**src/rtl/vga_pkg.sv**
```systemverilog
// Shared VGA types and helpers.
//   rgb332_t           : packed RGB332 pixel {r[2:0], g[2:0], b[1:0]}
//   RGB332_TRANSPARENT : default colour key
//   rgb332_to_rgb888() : expands a pixel to 24-bit colour by replicating
//                        each field's LSB into the low bits
package vga_pkg;
  typedef logic [7:0] rgb332_t;

  localparam rgb332_t RGB332_TRANSPARENT = 8'hFF;

  typedef struct packed {
    logic [7:0] r;
    logic [7:0] g;
    logic [7:0] b;
  } rgb888_t;

  function automatic rgb888_t rgb332_to_rgb888(input rgb332_t c);
    rgb888_t o;
    o.r = {c[7:5], {5{c[5]}}};
    o.g = {c[4:2], {5{c[2]}}};
    o.b = {c[1:0], {6{c[0]}}};
    return o;
  endfunction
endpackage

```
**src/rtl/layer_compositor_if.sv**
```systemverilog
// Pixel bus from the object drawers into the compositor.
//   layerRGB      : packed RGB332 per layer, layer i at [8*i+7:8*i]
//   layerDrawReq  : per-layer draw request
//   layerEnable   : per-layer static enable
//   layerBlink    : per-layer blink select
//   backGroundRGB : background colour
//   startOfFrame  : one-cycle pulse on the first pixel of a frame
// master = drawer side (drives), slave = compositor side (samples).
interface layer_compositor_if #(
  parameter int NUM_LAYERS = 6
);
  logic [8*NUM_LAYERS-1:0] layerRGB;
  logic [NUM_LAYERS-1:0]   layerDrawReq;
  logic [NUM_LAYERS-1:0]   layerEnable;
  logic [NUM_LAYERS-1:0]   layerBlink;
  logic [7:0]              backGroundRGB;
  logic                    startOfFrame;

  modport master (output layerRGB, layerDrawReq, layerEnable, layerBlink,
                         backGroundRGB, startOfFrame);
  modport slave  (input  layerRGB, layerDrawReq, layerEnable, layerBlink,
                         backGroundRGB, startOfFrame);
endinterface

```
**src/rtl/layer_priority_enc.sv**
```systemverilog
// Combinational priority encoder: lowest set bit of vis wins.
//   vis   : per-layer visibility
//   valid : any layer visible
//   idx   : winning index, NUM_LAYERS when nothing is visible
module layer_priority_enc #(
  parameter int NUM_LAYERS = 6,
  parameter int IW         = $clog2(NUM_LAYERS+1)
) (
  input  logic [NUM_LAYERS-1:0] vis,
  output logic                  valid,
  output logic [IW-1:0]         idx
);
  always_comb begin
    valid = 1'b0;
    idx   = IW'(NUM_LAYERS);
    // Walk from the lowest priority up so layer 0 overrides last.
    for (int i = NUM_LAYERS-1; i >= 0; i--) begin
      if (vis[i]) begin
        valid = 1'b1;
        idx   = IW'(i);
      end
    end
  end
endmodule

```
**src/rtl/layer_compositor.sv**
```systemverilog
// N-layer pixel compositor: picks the highest-priority visible layer (else
// background), expands RGB332 to 24-bit, applies per-layer enable, colour
// key and frame-synchronous blink, and reports per-frame collisions against
// COLLIDE_LAYER.
//   clk, resetN      : pixel clock, async active-low reset
//   lay              : drawer pixel bus (slave side)
//   redOut/greenOut/blueOut : colour, 2 clk after inputs
//   topLayer         : winning index (NUM_LAYERS = background), aligned with colour
//   collisionMask    : layers that overlapped COLLIDE_LAYER in the last frame
//   collisionValid   : one-cycle pulse after each startOfFrame
module layer_compositor
  import vga_pkg::*;
#(
  parameter int      NUM_LAYERS    = 6,
  parameter rgb332_t TRANSPARENT   = RGB332_TRANSPARENT,
  parameter int      BLINK_FRAMES  = 16,
  parameter int      COLLIDE_LAYER = 0,
  localparam int     TW            = $clog2(NUM_LAYERS+1)
) (
  input  logic                  clk,
  input  logic                  resetN,
  layer_compositor_if.slave     lay,
  output logic [7:0]            redOut,
  output logic [7:0]            greenOut,
  output logic [7:0]            blueOut,
  output logic [TW-1:0]         topLayer,
  output logic [NUM_LAYERS-1:0] collisionMask,
  output logic                  collisionValid
);
  logic [NUM_LAYERS-1:0] vis, hits;
  rgb332_t               rgb_arr [NUM_LAYERS];
  logic                  enc_valid;
  logic [TW-1:0]         enc_idx;
  rgb888_t               exp_c;

  rgb332_t               win_rgb_q, win_rgb_d;
  logic [TW-1:0]         win_idx_q, win_idx_d;
  rgb888_t               col_q, col_d;
  logic [TW-1:0]         top_q, top_d;
  logic [7:0]            blink_cnt_q, blink_cnt_d;
  logic                  blink_phase_q, blink_phase_d;
  logic [NUM_LAYERS-1:0] acc_q, acc_d, mask_q, mask_d;
  logic                  cvalid_q, cvalid_d;

  always_comb begin
    vis = '0;
    for (int i = 0; i < NUM_LAYERS; i++) begin
      rgb_arr[i] = lay.layerRGB[8*i +: 8];
      vis[i] = lay.layerDrawReq[i] & lay.layerEnable[i] &
               (lay.layerRGB[8*i +: 8] != TRANSPARENT) &
               (~lay.layerBlink[i] | blink_phase_q);
    end
  end

  layer_priority_enc #(.NUM_LAYERS(NUM_LAYERS), .IW(TW)) u_enc (
    .vis   (vis),
    .valid (enc_valid),
    .idx   (enc_idx)
  );

  assign exp_c = rgb332_to_rgb888(win_rgb_q);

  always_comb begin
    // Colour pipeline: select, then expand.
    win_rgb_d = enc_valid ? rgb_arr[enc_idx] : lay.backGroundRGB;
    win_idx_d = enc_idx;
    col_d     = exp_c;
    top_d     = win_idx_q;

    // Blink runs off the raw frame pulse, so the pixel sharing startOfFrame
    // still sees the old phase.
    blink_cnt_d   = blink_cnt_q;
    blink_phase_d = blink_phase_q;
    if (lay.startOfFrame) begin
      if (blink_cnt_q == 8'(BLINK_FRAMES-1)) begin
        blink_cnt_d   = 8'd0;
        blink_phase_d = ~blink_phase_q;
      end else begin
        blink_cnt_d = blink_cnt_q + 8'd1;
      end
    end

    // Collision: the reference layer never collides with itself.
    hits                = vis[COLLIDE_LAYER] ? vis : '0;
    hits[COLLIDE_LAYER] = 1'b0;
    acc_d    = acc_q | hits;
    mask_d   = mask_q;
    cvalid_d = lay.startOfFrame;
    if (lay.startOfFrame) begin
      mask_d = acc_q | hits;   // this pixel closes the ending frame
      acc_d  = '0;
    end
  end

  always_ff @(posedge clk or negedge resetN) begin
    if (!resetN) begin
      win_rgb_q     <= '0;
      win_idx_q     <= TW'(NUM_LAYERS);
      col_q         <= '0;
      top_q         <= TW'(NUM_LAYERS);
      blink_cnt_q   <= '0;
      blink_phase_q <= 1'b1;
      acc_q         <= '0;
      mask_q        <= '0;
      cvalid_q      <= 1'b0;
    end else begin
      win_rgb_q     <= win_rgb_d;
      win_idx_q     <= win_idx_d;
      col_q         <= col_d;
      top_q         <= top_d;
      blink_cnt_q   <= blink_cnt_d;
      blink_phase_q <= blink_phase_d;
      acc_q         <= acc_d;
      mask_q        <= mask_d;
      cvalid_q      <= cvalid_d;
    end
  end

  assign redOut         = col_q.r;
  assign greenOut       = col_q.g;
  assign blueOut        = col_q.b;
  assign topLayer       = top_q;
  assign collisionMask  = mask_q;
  assign collisionValid = cvalid_q;
endmodule

```
**src/flat_wrapper.sv**
```systemverilog
// flat-port wrapper written by rule: the top's interface ports become plain ports
module layer_compositor_flat import vga_pkg::*;
#(
  parameter int      NUM_LAYERS    = 6,
  parameter rgb332_t TRANSPARENT   = RGB332_TRANSPARENT,
  parameter int      BLINK_FRAMES  = 16,
  parameter int      COLLIDE_LAYER = 0,
  localparam int     TW            = $clog2(NUM_LAYERS+1)
)
  (clk, resetN, redOut, greenOut, blueOut, topLayer, collisionMask, collisionValid, lay_layerRGB, lay_layerDrawReq, lay_layerEnable, lay_layerBlink, lay_backGroundRGB, lay_startOfFrame);
  layer_compositor_if #(.NUM_LAYERS(NUM_LAYERS)) lay_i ();
  input  logic clk;
  input  logic resetN;
  output logic [7:0] redOut;
  output logic [7:0] greenOut;
  output logic [7:0] blueOut;
  output logic [TW-1:0] topLayer;
  output logic [NUM_LAYERS-1:0] collisionMask;
  output logic collisionValid;
  input wire logic [$bits(lay_i.layerRGB)-1:0] lay_layerRGB;
  input wire logic [$bits(lay_i.layerDrawReq)-1:0] lay_layerDrawReq;
  input wire logic [$bits(lay_i.layerEnable)-1:0] lay_layerEnable;
  input wire logic [$bits(lay_i.layerBlink)-1:0] lay_layerBlink;
  input wire logic [$bits(lay_i.backGroundRGB)-1:0] lay_backGroundRGB;
  input wire logic [$bits(lay_i.startOfFrame)-1:0] lay_startOfFrame;
  assign lay_i.layerRGB = lay_layerRGB;
  assign lay_i.layerDrawReq = lay_layerDrawReq;
  assign lay_i.layerEnable = lay_layerEnable;
  assign lay_i.layerBlink = lay_layerBlink;
  assign lay_i.backGroundRGB = lay_backGroundRGB;
  assign lay_i.startOfFrame = lay_startOfFrame;
  layer_compositor #(.NUM_LAYERS(NUM_LAYERS), .TRANSPARENT(TRANSPARENT), .BLINK_FRAMES(BLINK_FRAMES), .COLLIDE_LAYER(COLLIDE_LAYER)) u_core (.clk(clk), .resetN(resetN), .lay(lay_i), .redOut(redOut), .greenOut(greenOut), .blueOut(blueOut), .topLayer(topLayer), .collisionMask(collisionMask), .collisionValid(collisionValid));
endmodule
```
**config.mk**
```make
export PLATFORM = sky130hd
export DESIGN_NAME = layer_compositor_flat
export DESIGN_NICKNAME = d
export VERILOG_FILES = /design/src/rtl/vga_pkg.sv /design/src/rtl/layer_compositor_if.sv /design/src/rtl/layer_priority_enc.sv /design/src/rtl/layer_compositor.sv /design/src/flat_wrapper.sv
export SDC_FILE = /design/constraint.sdc
export NUM_CORES = 1
export LEC_CHECK = 0
export ABC_AREA = 1
export BUFFER_PORTS_ARGS = -buffer_cell sky130_fd_sc_hd__buf_2
export CAP_MARGIN = 20
export CORE_MARGIN = 2
export CORE_UTILIZATION = 48
export CTS_CLUSTER_DIAMETER = 60
export DETAILED_ROUTE_END_ITERATION = 10
export GPL_TIMING_DRIVEN = 1
export PLACE_DENSITY = 0.9
export SLEW_MARGIN = 20
export SYNTH_ARGS = -nofsm -noshare
export SYNTH_HDL_FRONTEND = slang
export SYNTH_SLANG_ARGS = --single-unit
```
**constraint.sdc**
```tcl
create_clock -name clk -period 2.2 [get_ports clk]
set_clock_uncertainty 0.15 [all_clocks]
set_input_delay 0.44 -clock clk [delete_from_list [all_inputs] [get_ports clk]]
set_output_delay 0.44 -clock clk [all_outputs]
set_load 0.01 [all_outputs]
```
# [Yosys cells after proc, flatten, opt, wreduce, memory -nomap -nowiden]
# Cells that the tools add are included.
[classes] add_sub_neg=1 n_lt_le_gt_ge=1 eq_ne=7 mux=19 bitwise_logic=33 reduce_logical=1
[op_table] cell="inequality test 8 bit, second input constant" count=6
[op_table] cell="2-to-1 mux 8 bit" count=4
[op_table] cell="binary-select mux 8 bit (select 3 bit)" count=1
[op_table] cell="AND 1 bit" count=18
[op_table] cell="2-to-1 mux 3 bit" count=5
[op_table] cell="2-to-1 mux 6 bit" count=2
[op_table] cell="adder 8 x 1 -> 8 bit, second input constant" count=1
[op_table] cell="equality test 8 x 4 -> 1 bit, second input constant" count=1
[op_table] cell="inverter 1 bit" count=7
[op_table] cell="2-to-1 mux 1 bit" count=6
[op_table] cell="bitwise OR 1 bit" count=6
[op_table] cell="bitwise OR 6 bit" count=1
[op_table] cell=">= comparator 4 bit, second input constant" count=1
[op_table] cell="inverter 3 -> 4 bit" count=1
[op_table] cell="2-to-1 mux 2 bit" count=1
[op_table] cell="AND reduction 2 bit" count=1
[word_totals] reg_bits=60 inputBits=77 output_inout_bits=34 word_cells=73

# [Depth between registers and ports, before layout]
[logic_depth] ltp_word=14 ltp_mapped=15 depth_no_buf=14

# [Hierarchy]
# A second synthesis with hierarchy kept.
[unflattened] hier_cells=325 area_unflattened_um2=2369.8
[by_module_without_submodules] mod="layer_compositor" instances=1 cells_per_inst=311 area_per_inst_um2=2306.0
[by_module_without_submodules] mod="layer_priority_enc" instances=1 cells_per_inst=14 area_per_inst_um2=63.8

# [Worst setup path after synthesis]
# Ideal clock, no wire load.
[synth_timing] kind="reg2reg" startpoint="reg u_core.blink_phase_q" endpoint="reg u_core.win_rgb_q[1]" setup_ns=0.117 arrival_time_ns=1.515 required_ns=1.933 setup_slack_ns=0.418 stages_incl_launch_ff=15 n_path_buf=1 cell_sequence="dfstp_2 -> inv_2 -> nand2_1 -> nand2_1 -> a21oi_2 -> nand2_1 -> nand2_1 -> nand2_1 -> nand2_4 -> buf_2 -> nand3b_1 -> nand2_1 -> nor2_1 -> nor2_1 -> nand2_1"
[synth_between] elab_chain_len=13 word_cells_on_any_way=29 classes_between="16 x mux; 13 x bitwise"
[synth_lines] element="start: declaration" line_no="layer_compositor.sv:41" rtl="logic blink_phase_q, blink_phase_d;"
[synth_lines] element="start signal: assignment" line_no="layer_compositor.sv:112" rtl="blink_phase_q <= blink_phase_d;"
[synth_lines] element="bitwise OR 1 bit" line_no="layer_compositor.sv:51" rtl="(~lay.layerBlink[i] | blink_phase_q);"
[synth_lines] element="AND 1 bit" line_no="layer_compositor.sv:50" rtl="(lay.layerRGB[8*i +: 8] != TRANSPARENT) &"
[synth_lines] element="2-to-1 mux 2 bit" line_no="layer_priority_enc.sv:18" rtl="if (vis[i]) begin"
[synth_lines] element="2-to-1 mux 3 bit (5 in a row)" line_no="layer_priority_enc.sv:18"
[synth_lines] element="inverter 3 -> 4 bit (not written as such)" line_no="layer_compositor.sv:65" rtl="win_rgb_d = enc_valid ? rgb_arr[enc_idx] : lay.backGroundRGB;"
[synth_lines] element="binary-select mux 8 bit (select 3 bit)" line_no="layer_compositor.sv:65"
[synth_lines] element="2-to-1 mux 8 bit (not written as such) (2 in a row)" line_no="layer_compositor.sv:65"
[synth_lines] element="2-to-1 mux 8 bit *" line_no="layer_compositor.sv:65"
[synth_lines] element="net u_core.win_rgb_d[1]" line_no="layer_compositor.sv:36" rtl="rgb332_t win_rgb_q, win_rgb_d;"
[synth_lines] element="end signal: assignment" line_no="layer_compositor.sv:107" rtl="win_rgb_q <= win_rgb_d;"
[synth_lines] element="end: declaration" line_no="layer_compositor.sv:36"
# The timed path passes the listed nets; every way through them passes the cells marked *. The select of a mux whose other input is x is not followed.
# A chain may end at the register's enable or synchronous reset.

# [Final worst setup path]
[layout_timing] startpoint="reg u_core.blink_phase_q" endpoint="reg u_core.win_rgb_q[2]"
# Same word-level chain as after synthesis.

==> impl_results.md <==
* Chip height at 76.7 um
* Fillcell total at 448
* Cell variety after synth at 29
* Final nets at 536
* DR vias/cell at 4.98
* Starting Density at 49.7%
* Leak at 0.00189 uW
* Post-synth EDFFs at 0
* CTS clk-pin slew, worst paths at 80 ps
* Fin cells at 529
* Post-Route Setup TNS at 0 ps
* Max Root-Sink Buffers at 2
* Sequential share of power at 42.1%
* Maximum VDD drop at 0.382 mV
* Setup slack after layout at 139 ps
* Comb power frac at 28.1%
* DP Cell Count at 514
* HP Class: reg -> reg
* Worst Setup Start Kind: flop
* Clk root buf: clkbuf_8
* Synthesis warning total at 0
* Final Cell Area at 3250 sq um
* Antenna violations before repair at 0
* Synth async-reset ratio at 100%
* Initial DRC count at 259
* Switching portion of total power at 31.0%
* I/O pins at 111
* CP max FO at 8
* CP arrival at 2090 ps
* Synth-to-layout area growth at 28.0%
* Met3 wire len at 595 um
* Worst R2R Start: u_core.blink_phase_q
* Synthesized area at 2540 sq um
* Via Count at 2,635
* Post-Syn Area per Cell at 7.13 sq um
* Drt pass-1 iters at 6
* Register-to-register setup slack at 140 ps
* CTS Sinks at 42
* IO Port Bufs at 109
* Crit path from: u_core.blink_phase_q
* Pint at 1660 uW
* CP cell instances: inv_2 > nand2_1 > nand2_1 > a21oi_2 > nand2_1 > nand2_1 > nand2_2 > nand2_4 > buf_4 > nand3_1 > nand3_1 > nand2_1 > nand2_1 > nand2_1
* CTS tree: yes
* Synth Net Count at 434
* Sequential area share after synthesis at 41.7%
* Cell Pwr Density at 740 nW/um^2
* Final Wtd Congestion at 0.993
* Final Cycle Share at 93.7%
* R2R cell count at 14
* Most frequent cell after synthesis: nand2_1
* Largest net degree at the start of global routing at 24
* Critical path required time at 2230 ps
* Synth top cells by count: 89 x nand2_1, 55 x inv_1, 47 x nor2_1
* Top FF cell, synth: dfrtp_1
* CP Capture Type: flop
* Yosys reg bits at 42
* Antenna Diode Count at 0
* Inserted Clock Buffers at 5
* Met1 wire length at 2690 um
* Power Total at 2400 uW
* CORE AREA at 5110 sq um
* GRT Residual Overflow at 0
* Buffer and inverter count on the worst path at 2
* Share of the synthesized area in the top cell type at 36.5%
* Area post-placement at 3030 sq um
* Max-capacitance violation count at 0
* Global-route wire length before repair at 10,700 um
* Wirelength, routed at 6550 um
* Critical path's slowest cell: dfstp_2
* RR Endpoint: u_core.win_rgb_q[2]
* Final-report hold violation count at 0
* Clk pwr share at 29.8%
* Slew Limit Fails at 0
* Wire per inst at 12.4 um
* Share of layout cells above drive strength 1 at 32.7%
* WS Path Type: reg -> reg
* Total GRT Usage at 22.5%
* Routed Antenna Nets at 0
* Setup crit end: u_core.win_rgb_q[2]
* Die area at 5880 sq um
* Met2 Wirelength at 3130 um
* Worst hold start: u_core.win_rgb_q[0]
* Net Sw Power at 745 uW
* Most Frequent Cell on Critical Path: nand2_1
* Post-synth top area cell: dfrtp_1
* Vias in the first global route at 2,395
* Cell family with most CP delay: simple AND/OR/NAND/NOR gates
* Final Critical Period at 2060 ps
* Worst stage delay on the critical path at 550 ps
* Critical Path Stages at 14
* Post-detail-place hpwl at 5170 um
* Syn Inst Count at 356
* DP Worst Slack at -10.2 ps
* Die Width at 76.7 um
* Run status: complete, no violations
* Skew-Pair Late Insertion Delay at 290 ps
* Setup violations, final at 0
* Rows at 26
* Max Used Layer: met4
* Max Clock Freq at 485 MHz
* H-tree Lvls at 2
* Drt drc at 0
* Synth area leaders: dfrtp_1 36%, nand2_1 13%, inv_1 8.1%, nor2_1 7.0%, nand3_1 6.9%
-- cell type report --
type	instances	area [sq um]	share of cell area, %
clock inverters	3	68.8	2.12
multi-input cells	231	1110	34.3
repair buffers	121	638	19.7
well taps	70	87.6	2.70
inverters	57	214	6.59
clock buffers	5	68.8	2.12
flip-flops and latches	42	1060	32.6
-- state kept, by name (all words and copies together) (netlist names) --
name / count
u_core.acc_q: 5
u_core.blink_cnt_q: 8
u_core.blink_phase_q: 1
u_core.blueOut: 2
u_core.collisionMask: 5
u_core.collisionValid: 1
u_core.greenOut: 3
u_core.redOut: 3
u_core.topLayer: 3
u_core.top_d: 3
u_core.win_rgb_q: 8
-- power by group through the flow --
stage / sequential (uW) / clock [uW] / combinational, uW
floorplan: 1030 / 0 / 449
global placement: 1020 / 0 / 631
detailed placement: 1030 / 0 / 648
CTS: 1010 / 725 / 650
global route: 1030 / 751 / 759
finish: 1010 / 715 / 676
-- worst register-to-register path, cell delays in order, from the launching register on --
cell and delay, ps:
dfstp_2 550, inv_2 90, nand2_1 70, nand2_1 60, a21oi_2 120, nand2_1 60
nand2_1 70, nand2_2 80, nand2_4 170, buf_4 180, nand3_1 90, nand3_1 90
nand2_1 70, nand2_1 60, nand2_1 50
-- stage by stage --
step	hold slack (ps)	utilization (%)
CTS	200	62.3
finish	198	63.6
global placement	184	59.4
global route	200	63.6
detailed placement	185	59.4
floorplan	-5.59	-
-- cells by family after synthesis --
group / count (synthesis) / synth area share [%]
other cells: 1 / 0.148
xor+xnor: 4 / 1.38
flops: 42 / 41.7
simple gates: 197 / 34.8
compound gates: 27 / 5.97
buf+inv: 84 / 15.6
fa+ha+maj: 1 / 0.493
-- repair_timing --
item / in CTS / in global routing
resized for setup: 0 / 5
setup endpoints to repair: 0 / 8
setup buffers: 0 / 5
hold buffers: 1 / 0
endpoints found under the hold margin: 12 / 0
-- placed cells by master, fill, tap and decap left out --
master and n:
a21oi_1 12, a21oi_2 2, buf_2 109, buf_4 11, bufinv_16 2, clkbuf_8 5
clkinv_4 1, conb_1 1, dfrtp_1 37, dfstp_2 5, dlygate4sd3_1 1, ha_1 1
inv_1 55, inv_2 2, nand2_1 87, nand2_2 4, nand2_4 1, nand2_8 1
nand3_1 35, nand3b_1 8, nand4_1 8, nor2_1 47, nor2_2 2, nor2_4 1
nor3_1 2, nor3_4 1, nor3b_1 1, o21ai_0 7, o21ai_1 1, o21ai_2 3
o21bai_1 2, xor2_1 4
-- metal layers --
| metal | GRT usage [%] | up-vias |
|---|---|---|
| met4 | 7.27 | 0 |
| met5 | 0 | - |
| met2 | 38.4 | 170 |
| met1 | 29.3 | 1154 |
| li1 | - | 1289 |
| met3 | 3.41 | 22 |
-- worst min-delay path by stage --
stage,endpoint,slack (ps),cells past startpoint
4_1_cts,u_core.redOut[5],200,0
2_1_floorplan,u_core.acc_q[1],-6,0
3_5_place_dp,u_core.blueOut[7],180,0
5_1_grt,u_core.redOut[5],200,0
6_report,u_core.blueOut[6],200,0
3_3_place_gp,u_core.blueOut[7],180,0
No activity file was read; power rests on OpenSTA's default activity.
